## src/rtl/mouse_pkt_pkg.sv

```systemverilog
// Shared types and status-byte bit positions for the PS/2 mouse packet assembler.
package mouse_pkt_pkg;

  typedef enum logic [1:0] {
    WAIT_B0 = 2'd0,
    WAIT_B1 = 2'd1,
    WAIT_B2 = 2'd2
  } state_t;

  localparam int BTN_L = 0;
  localparam int BTN_R = 1;
  localparam int BTN_M = 2;
  localparam int SYNC  = 3;
  localparam int XS    = 4;
  localparam int YS    = 5;
  localparam int XO    = 6;
  localparam int YO    = 7;

  // Overflowed deltas saturate to the extreme of their sign: +255 -> FF, -256 -> 00.
  function automatic logic [7:0] ovf_fix(input logic [7:0] val, input logic ovf, input logic sign);
    logic [7:0] res;
    if (ovf) begin
      res = sign ? 8'h00 : 8'hFF;
    end else begin
      res = val;
    end
    return res;
  endfunction

endpackage

```

## src/rtl/mouse_pkt_if.sv

```systemverilog
// Received-byte strobe bus from the PS/2 receiver into the packet assembler.
interface mouse_pkt_if;
  logic       PS2_VALID;
  logic [7:0] PS2_DATA;
  logic       PS2_ERR;

  modport master (output PS2_VALID, output PS2_DATA, output PS2_ERR);
  modport slave  (input  PS2_VALID, input  PS2_DATA, input  PS2_ERR);
endinterface

```

## src/rtl/mouse_pkt.sv

```systemverilog
// Assembles three PS/2 mouse bytes into one packet word with a toggle strobe,
// discarding bytes on sync loss, receive errors, inter-byte timeout or disable.
module mouse_pkt
  import mouse_pkt_pkg::*;
#(
  parameter int TIMEOUT = 2047
) (
  input  logic         CLK,
  input  logic         RESET_N,
  input  logic         CE,
  input  logic         ENABLE,
  mouse_pkt_if.slave   ps2,
  output logic [24:0]  MOUSE,
  output logic         PKT_ERR
);

  localparam int TW = $clog2(TIMEOUT + 1);
  localparam logic [TW-1:0] TMAX = TW'(TIMEOUT);

  state_t        state_r;
  state_t        state_nxt_s;
  state_t        eff_state_s;
  logic [TW-1:0] gap_r;
  logic [TW-1:0] gap_nxt_s;
  logic [7:0]    status_r;
  logic [7:0]    dx_r;
  logic [24:0]   mouse_r;
  logic          pkt_err_r;
  logic          timeout_s;
  logic          err_s;
  logic          commit_s;
  logic          take_status_s;
  logic          take_dx_s;
  logic          accept_s;
  logic [24:0]   commit_val_s;

  assign timeout_s = (state_r != WAIT_B0) && (gap_r == TMAX);

  // dy comes straight off the bus on the commit edge, so it is never stored.
  assign commit_val_s = {~mouse_r[24],
                         ovf_fix(ps2.PS2_DATA, status_r[YO], status_r[YS]),
                         ovf_fix(dx_r, status_r[XO], status_r[XS]),
                         status_r};

  // Next-state and byte-handling decisions; a timeout rewinds to WAIT_B0 before the byte is judged.
  always_comb begin
    state_nxt_s   = state_r;
    eff_state_s   = state_r;
    err_s         = 1'b0;
    commit_s      = 1'b0;
    take_status_s = 1'b0;
    take_dx_s     = 1'b0;
    accept_s      = 1'b0;
    if (!ENABLE) begin
      state_nxt_s = WAIT_B0;
    end else begin
      if (timeout_s) begin
        eff_state_s = WAIT_B0;
        err_s       = 1'b1;
      end else begin
        eff_state_s = state_r;
      end
      if (ps2.PS2_VALID && ps2.PS2_ERR) begin
        state_nxt_s = WAIT_B0;
        err_s       = 1'b1;
      end else if (ps2.PS2_VALID) begin
        case (eff_state_s)
          WAIT_B0: begin
            if (ps2.PS2_DATA[SYNC]) begin
              take_status_s = 1'b1;
              accept_s      = 1'b1;
              state_nxt_s   = WAIT_B1;
            end else begin
              err_s         = 1'b1;
              state_nxt_s   = WAIT_B0;
            end
          end
          WAIT_B1: begin
            take_dx_s   = 1'b1;
            accept_s    = 1'b1;
            state_nxt_s = WAIT_B2;
          end
          WAIT_B2: begin
            commit_s    = 1'b1;
            accept_s    = 1'b1;
            state_nxt_s = WAIT_B0;
          end
          default: begin
            state_nxt_s = WAIT_B0;
          end
        endcase
      end else begin
        state_nxt_s = eff_state_s;
      end
    end
  end

  // Gap timer only runs mid-packet and saturates at TIMEOUT.
  always_comb begin
    gap_nxt_s = gap_r;
    if (!ENABLE || accept_s || (state_nxt_s == WAIT_B0)) begin
      gap_nxt_s = {TW{1'b0}};
    end else if (CE && (gap_r != TMAX)) begin
      gap_nxt_s = gap_r + TW'(1);
    end else begin
      gap_nxt_s = gap_r;
    end
  end

  // State, latched bytes and registered outputs.
  always_ff @(posedge CLK) begin
    if (!RESET_N) begin
      state_r   <= WAIT_B0;
      gap_r     <= {TW{1'b0}};
      status_r  <= 8'h00;
      dx_r      <= 8'h00;
      mouse_r   <= 25'd0;
      pkt_err_r <= 1'b0;
    end else begin
      state_r   <= state_nxt_s;
      gap_r     <= gap_nxt_s;
      pkt_err_r <= err_s;
      if (take_status_s) status_r <= ps2.PS2_DATA;
      if (take_dx_s)     dx_r     <= ps2.PS2_DATA;
      if (commit_s)      mouse_r  <= commit_val_s;
    end
  end

  assign MOUSE   = mouse_r;
  assign PKT_ERR = pkt_err_r;

endmodule

```

## src/flat_wrapper.sv

```systemverilog
// flat-port wrapper written by rule: the top's interface ports become plain ports
module mouse_pkt_flat import mouse_pkt_pkg::*;
#(
  parameter int TIMEOUT = 2047
)
  (CLK, RESET_N, CE, ENABLE, MOUSE, PKT_ERR, ps2_PS2_VALID, ps2_PS2_DATA, ps2_PS2_ERR);
  mouse_pkt_if ps2_i ();
  input  logic CLK;
  input  logic RESET_N;
  input  logic CE;
  input  logic ENABLE;
  output logic [24:0] MOUSE;
  output logic PKT_ERR;
  input wire logic [$bits(ps2_i.PS2_VALID)-1:0] ps2_PS2_VALID;
  input wire logic [$bits(ps2_i.PS2_DATA)-1:0] ps2_PS2_DATA;
  input wire logic [$bits(ps2_i.PS2_ERR)-1:0] ps2_PS2_ERR;
  assign ps2_i.PS2_VALID = ps2_PS2_VALID;
  assign ps2_i.PS2_DATA = ps2_PS2_DATA;
  assign ps2_i.PS2_ERR = ps2_PS2_ERR;
  mouse_pkt #(.TIMEOUT(TIMEOUT)) u_core (.CLK(CLK), .RESET_N(RESET_N), .CE(CE), .ENABLE(ENABLE), .ps2(ps2_i), .MOUSE(MOUSE), .PKT_ERR(PKT_ERR));
endmodule
```

## config.mk

```make
export PLATFORM = sky130hd
export DESIGN_NAME = mouse_pkt_flat
export DESIGN_NICKNAME = d
export VERILOG_FILES = /design/src/rtl/mouse_pkt_pkg.sv /design/src/rtl/mouse_pkt_if.sv /design/src/rtl/mouse_pkt.sv /design/src/flat_wrapper.sv
export SDC_FILE = /design/constraint.sdc
export NUM_CORES = 1
export LEC_CHECK = 0
export BUFFER_PORTS_ARGS = -buffer_cell sky130_fd_sc_hd__buf_2
export CAP_MARGIN = 5
export CORE_ASPECT_RATIO = 1.1
export CORE_MARGIN = 2
export CORE_UTILIZATION = 55
export DETAILED_ROUTE_END_ITERATION = 10
export PLACE_DENSITY = 0.87
export SYNTH_ARGS = -nofsm -noshare
export SYNTH_HDL_FRONTEND = slang
export SYNTH_SLANG_ARGS = --single-unit
```

## constraint.sdc

```tcl
create_clock -name CLK -period 2.8 [get_ports CLK]
set_clock_uncertainty 0.05 [all_clocks]
set_input_delay 0.56 -clock CLK [delete_from_list [all_inputs] [get_ports CLK]]
set_output_delay 0.56 -clock CLK [all_outputs]
set_load 0.05 [all_outputs]
```

==> flow_metrics.env <==
export IMPL_relSlewSlack_pct=56.48
export IMPL_p_int_mw=1.076
export IMPL_initial_core_util_pct=56.24
export IMPL_drc_errors=0
export IMPL_n_antenna_cell=0
export IMPL_hold_viol=0
export IMPL_die_w_um=66.88
export IMPL_fillers=361
export IMPL_multi_input_area_um2=1231
export IMPL_post_cts_setup_buffers=0
export IMPL_grt_ovfl_total=0
export IMPL_synth_edf_count=0
export IMPL_cp_common_cell="nand2_1"
export IMPL_ff_latch_area_um2=1101
export IMPL_io_buffers=39
export IMPL_pin_count=40
export IMPL_worstSetupPathType="reg -> reg"
export IMPL_setup_tns_ns=0
export IMPL_antenna_found_initial=0
export IMPL_syn_nets=291
export IMPL_cp_max_fo=9
export IMPL_yosys_cell_types_count=37
export IMPL_final_util_pct=65.53
export IMPL_rr_worst_depth=9
export IMPL_final_antenna_net_count=0
export IMPL_worstHoldPathCells=2
export IMPL_crit_path_start_kind="register"
export IMPL_row_count=25
export IMPL_grt_pass1_vias=1903
export IMPL_root_buffer="clkbuf_8"
export IMPL_clockPowerShare_pct=38.1
export IMPL_irDropWorstVdd_mv=0.3017
export IMPL_fin_nets=329
export IMPL_whs_ns=0.4136
export IMPL_synthTopCellsByArea="dfxtp_1 46%, nand2_1 9.3%, a21boi_0 7.5%"
export IMPL_finalWirelength_um=4972
export IMPL_hold_start="u_core.MOUSE[5]"
export IMPL_min_period_ns=2.628
export IMPL_clock_latency_ns=0.31
export IMPL_via_count=2063
export IMPL_cts_sinks=55
export IMPL_ys_ff_latch=55
export IMPL_synth_area_um2=2392
export IMPL_seq_area_frac_synth_pct=46.03
export IMPL_crit_path_top_delay_cell="or4_4"
export IMPL_yosysMostFrequentCell="nand2_1"
export IMPL_wl_per_cell_um=13.62
export IMPL_cp_required_ns=2.95
export IMPL_r2r_end="u_core.status_r[1]"
export IMPL_path_clk_slew_ns=0.10
export IMPL_synth_top_flop_cell="dfxtp_1"
export IMPL_reg2reg_slack_ns=0.17
export IMPL_fmax_ghz=0.3806
export IMPL_cap_violations=0
export IMPL_synth_common_cells="59 x nand2_1, 55 x dfxtp_1, 24 x a21boi_0, 15 x a21oi_1, 13 x nor2_1"
export IMPL_seqPwrFrac_pct=57.6
export IMPL_p_total_mw=1.369
export IMPL_dp_hpwl_um=3386
export IMPL_grt_max_degree=43
export IMPL_endpoint_kind="register"
export IMPL_cts_tree="done"
export IMPL_die_height_um=73.17
export IMPL_p_leak_nw=1.155
export IMPL_final_max_slew_viol_count=0
export IMPL_p_comb_share_pct=4.3
export IMPL_grt_pass1_wl_um=8086
export IMPL_viasPerCell=5.652
export IMPL_finalSetupViolCount=0
export IMPL_switchingPower_uw=292.7
export IMPL_max_slew_worst_pin_slew_ns=0.6469
export IMPL_drt_pass1_iterations=5
export IMPL_synth_warnings=0
export IMPL_drt_iter0_markers=158
export IMPL_arrival_ns=2.78
export IMPL_syn_mean_instance_area_um2=8.795
export IMPL_r2r_start="u_core.gap_r[0]"
export IMPL_status="completed"
export IMPL_htree_num_levels=2
export IMPL_dieArea_um2=4894
export IMPL_synthCells=272
export IMPL_synth_top_area_share_pct=46.03
export IMPL_crit_start="u_core.gap_r[0]"
export IMPL_path_cells="ha_4, nand2_1, or4_4, nand2_1, ha_1, and2_1, and3_2, mux2i_1, nor2b_1"
export IMPL_hp_class="reg -> reg"
export IMPL_core_area_um2=4254
export IMPL_synthToLayoutAreaGrowth_pct=16.53
export IMPL_ys_async_sr_fraction_pct=0
export IMPL_gp_congestion=0.8052
export IMPL_synth_top_area_cell="dfxtp_1"
export IMPL_clockBufferDepth=2
export IMPL_max_stage_delay_ns=0.55
export IMPL_numCtsBuffers=5
export IMPL_cp_endpoint="u_core.status_r[1]"
export IMPL_layout_drive_gt1_share_pct=19.61
export IMPL_power_density_nw_per_um2=491.1
export IMPL_post_route_period_util_pct=93.84
export IMPL_p_sw_share_pct=21.38
export IMPL_grt_usage_pct=21.22
==> state kept, by name, indices dropped and copies added (netlist names) <==
signal / flops
u_core.MOUSE: 25
u_core.PKT_ERR: 1
u_core.dx_r: 8
u_core.gap_r: 11
u_core.state_r: 2
u_core.status_r: 8
==> through the flow <==
step	area [um2]	instances	worst slack (ns)
after floorplan	2392	272	0.3942
after global placement	2641	356	0.2131
after detailed placement	2641	356	0.01421
after CTS	2755	364	0.1442
after global routing	2788	365	-0.04058
final	2788	365	0.1724
==> logic make-up after synthesis <==
logic type      count (synthesis)  share of synthesized area [%]
simple gates                  111                          21.60
buf+inv                        21                          3.923
compound gates                 69                          21.34
mux                             9                          3.766
flops                          55                          46.03
fa+ha+maj                       5                          2.615
xor+xnor                        2                         0.7324
==> critical path, delay by kind of cell, from the launching register on <==
| family | cells | cell delay, ns |
|---|---|---|
| adder cells (fa/ha/maj) | 2 | 0.38 |
| flip-flops | 1 | 0.42 |
| multiplexers | 1 | 0.24 |
| AND/OR/NAND/NOR | 6 | 1.42 |
==> worst min path at each step <==
stage / to / slack [ns]
CTS: u_core.MOUSE[1] / 0.42
finish: u_core.MOUSE[5] / 0.41
global placement: u_core.MOUSE[5] / 0.40
detailed placement: u_core.MOUSE[5] / 0.40
global route: u_core.dx_r[5] / 0.44
floorplan: u_core.MOUSE[0] / 0.39
==> placed cells by master (no fill, tap or decap), types with 4 or more instances in the layout <==
master,instances
inv_1,6
nor2_1,13
buf_2,39
mux2i_1,9
dfxtp_1,55
a21boi_0,24
clkbuf_8,5
nand3_1,6
nor3_1,7
a21oi_1,15
nand2_1,59
o211ai_1,6
o211a_1,11
ha_1,4
buf_4,5
nor2b_1,12
==> layout make-up <==
cell class / instances / share of cell area, %
Multi-Input combinational cell: 197 / 44.17
Timing Repair Buffer: 45 / 9.066
Tap cell: 54 / 2.424
Sequential cell: 55 / 39.50
Inverter: 6 / 0.8079
Clock buffer: 5 / 2.469
Clock inverter: 3 / 1.571
==> power groups by stage <==
| stage | registers, mW | logic, mW | clock network (mW) |
|---|---|---|---|
| CTS | 0.789 | 0.0565 | 0.533 |
| global placement | 0.807 | 0.0548 | 0 |
| finish | 0.789 | 0.0582 | 0.522 |
| global route | 0.790 | 0.0645 | 0.561 |
| detailed placement | 0.807 | 0.0562 | 0 |
| floorplan | 0.808 | 0.0324 | 0 |
==> per-layer routing <==
metal	global-route usage (%)	wire length, um
met5	0	0
met4	5.896	53
met3	4.167	207
met2	39.22	2602
met1	24.61	2109
==> timing repair <==
action | CTS | global route
cloned | 0 | 1
endpoints found under the hold margin | 0 | 0
pin swaps | 0 | 1
setup endpoints to repair | 2 | 9
hold buffers | 0 | 0
gates resized for setup | 1 | 4
Power figures use the tool's default switching activity.
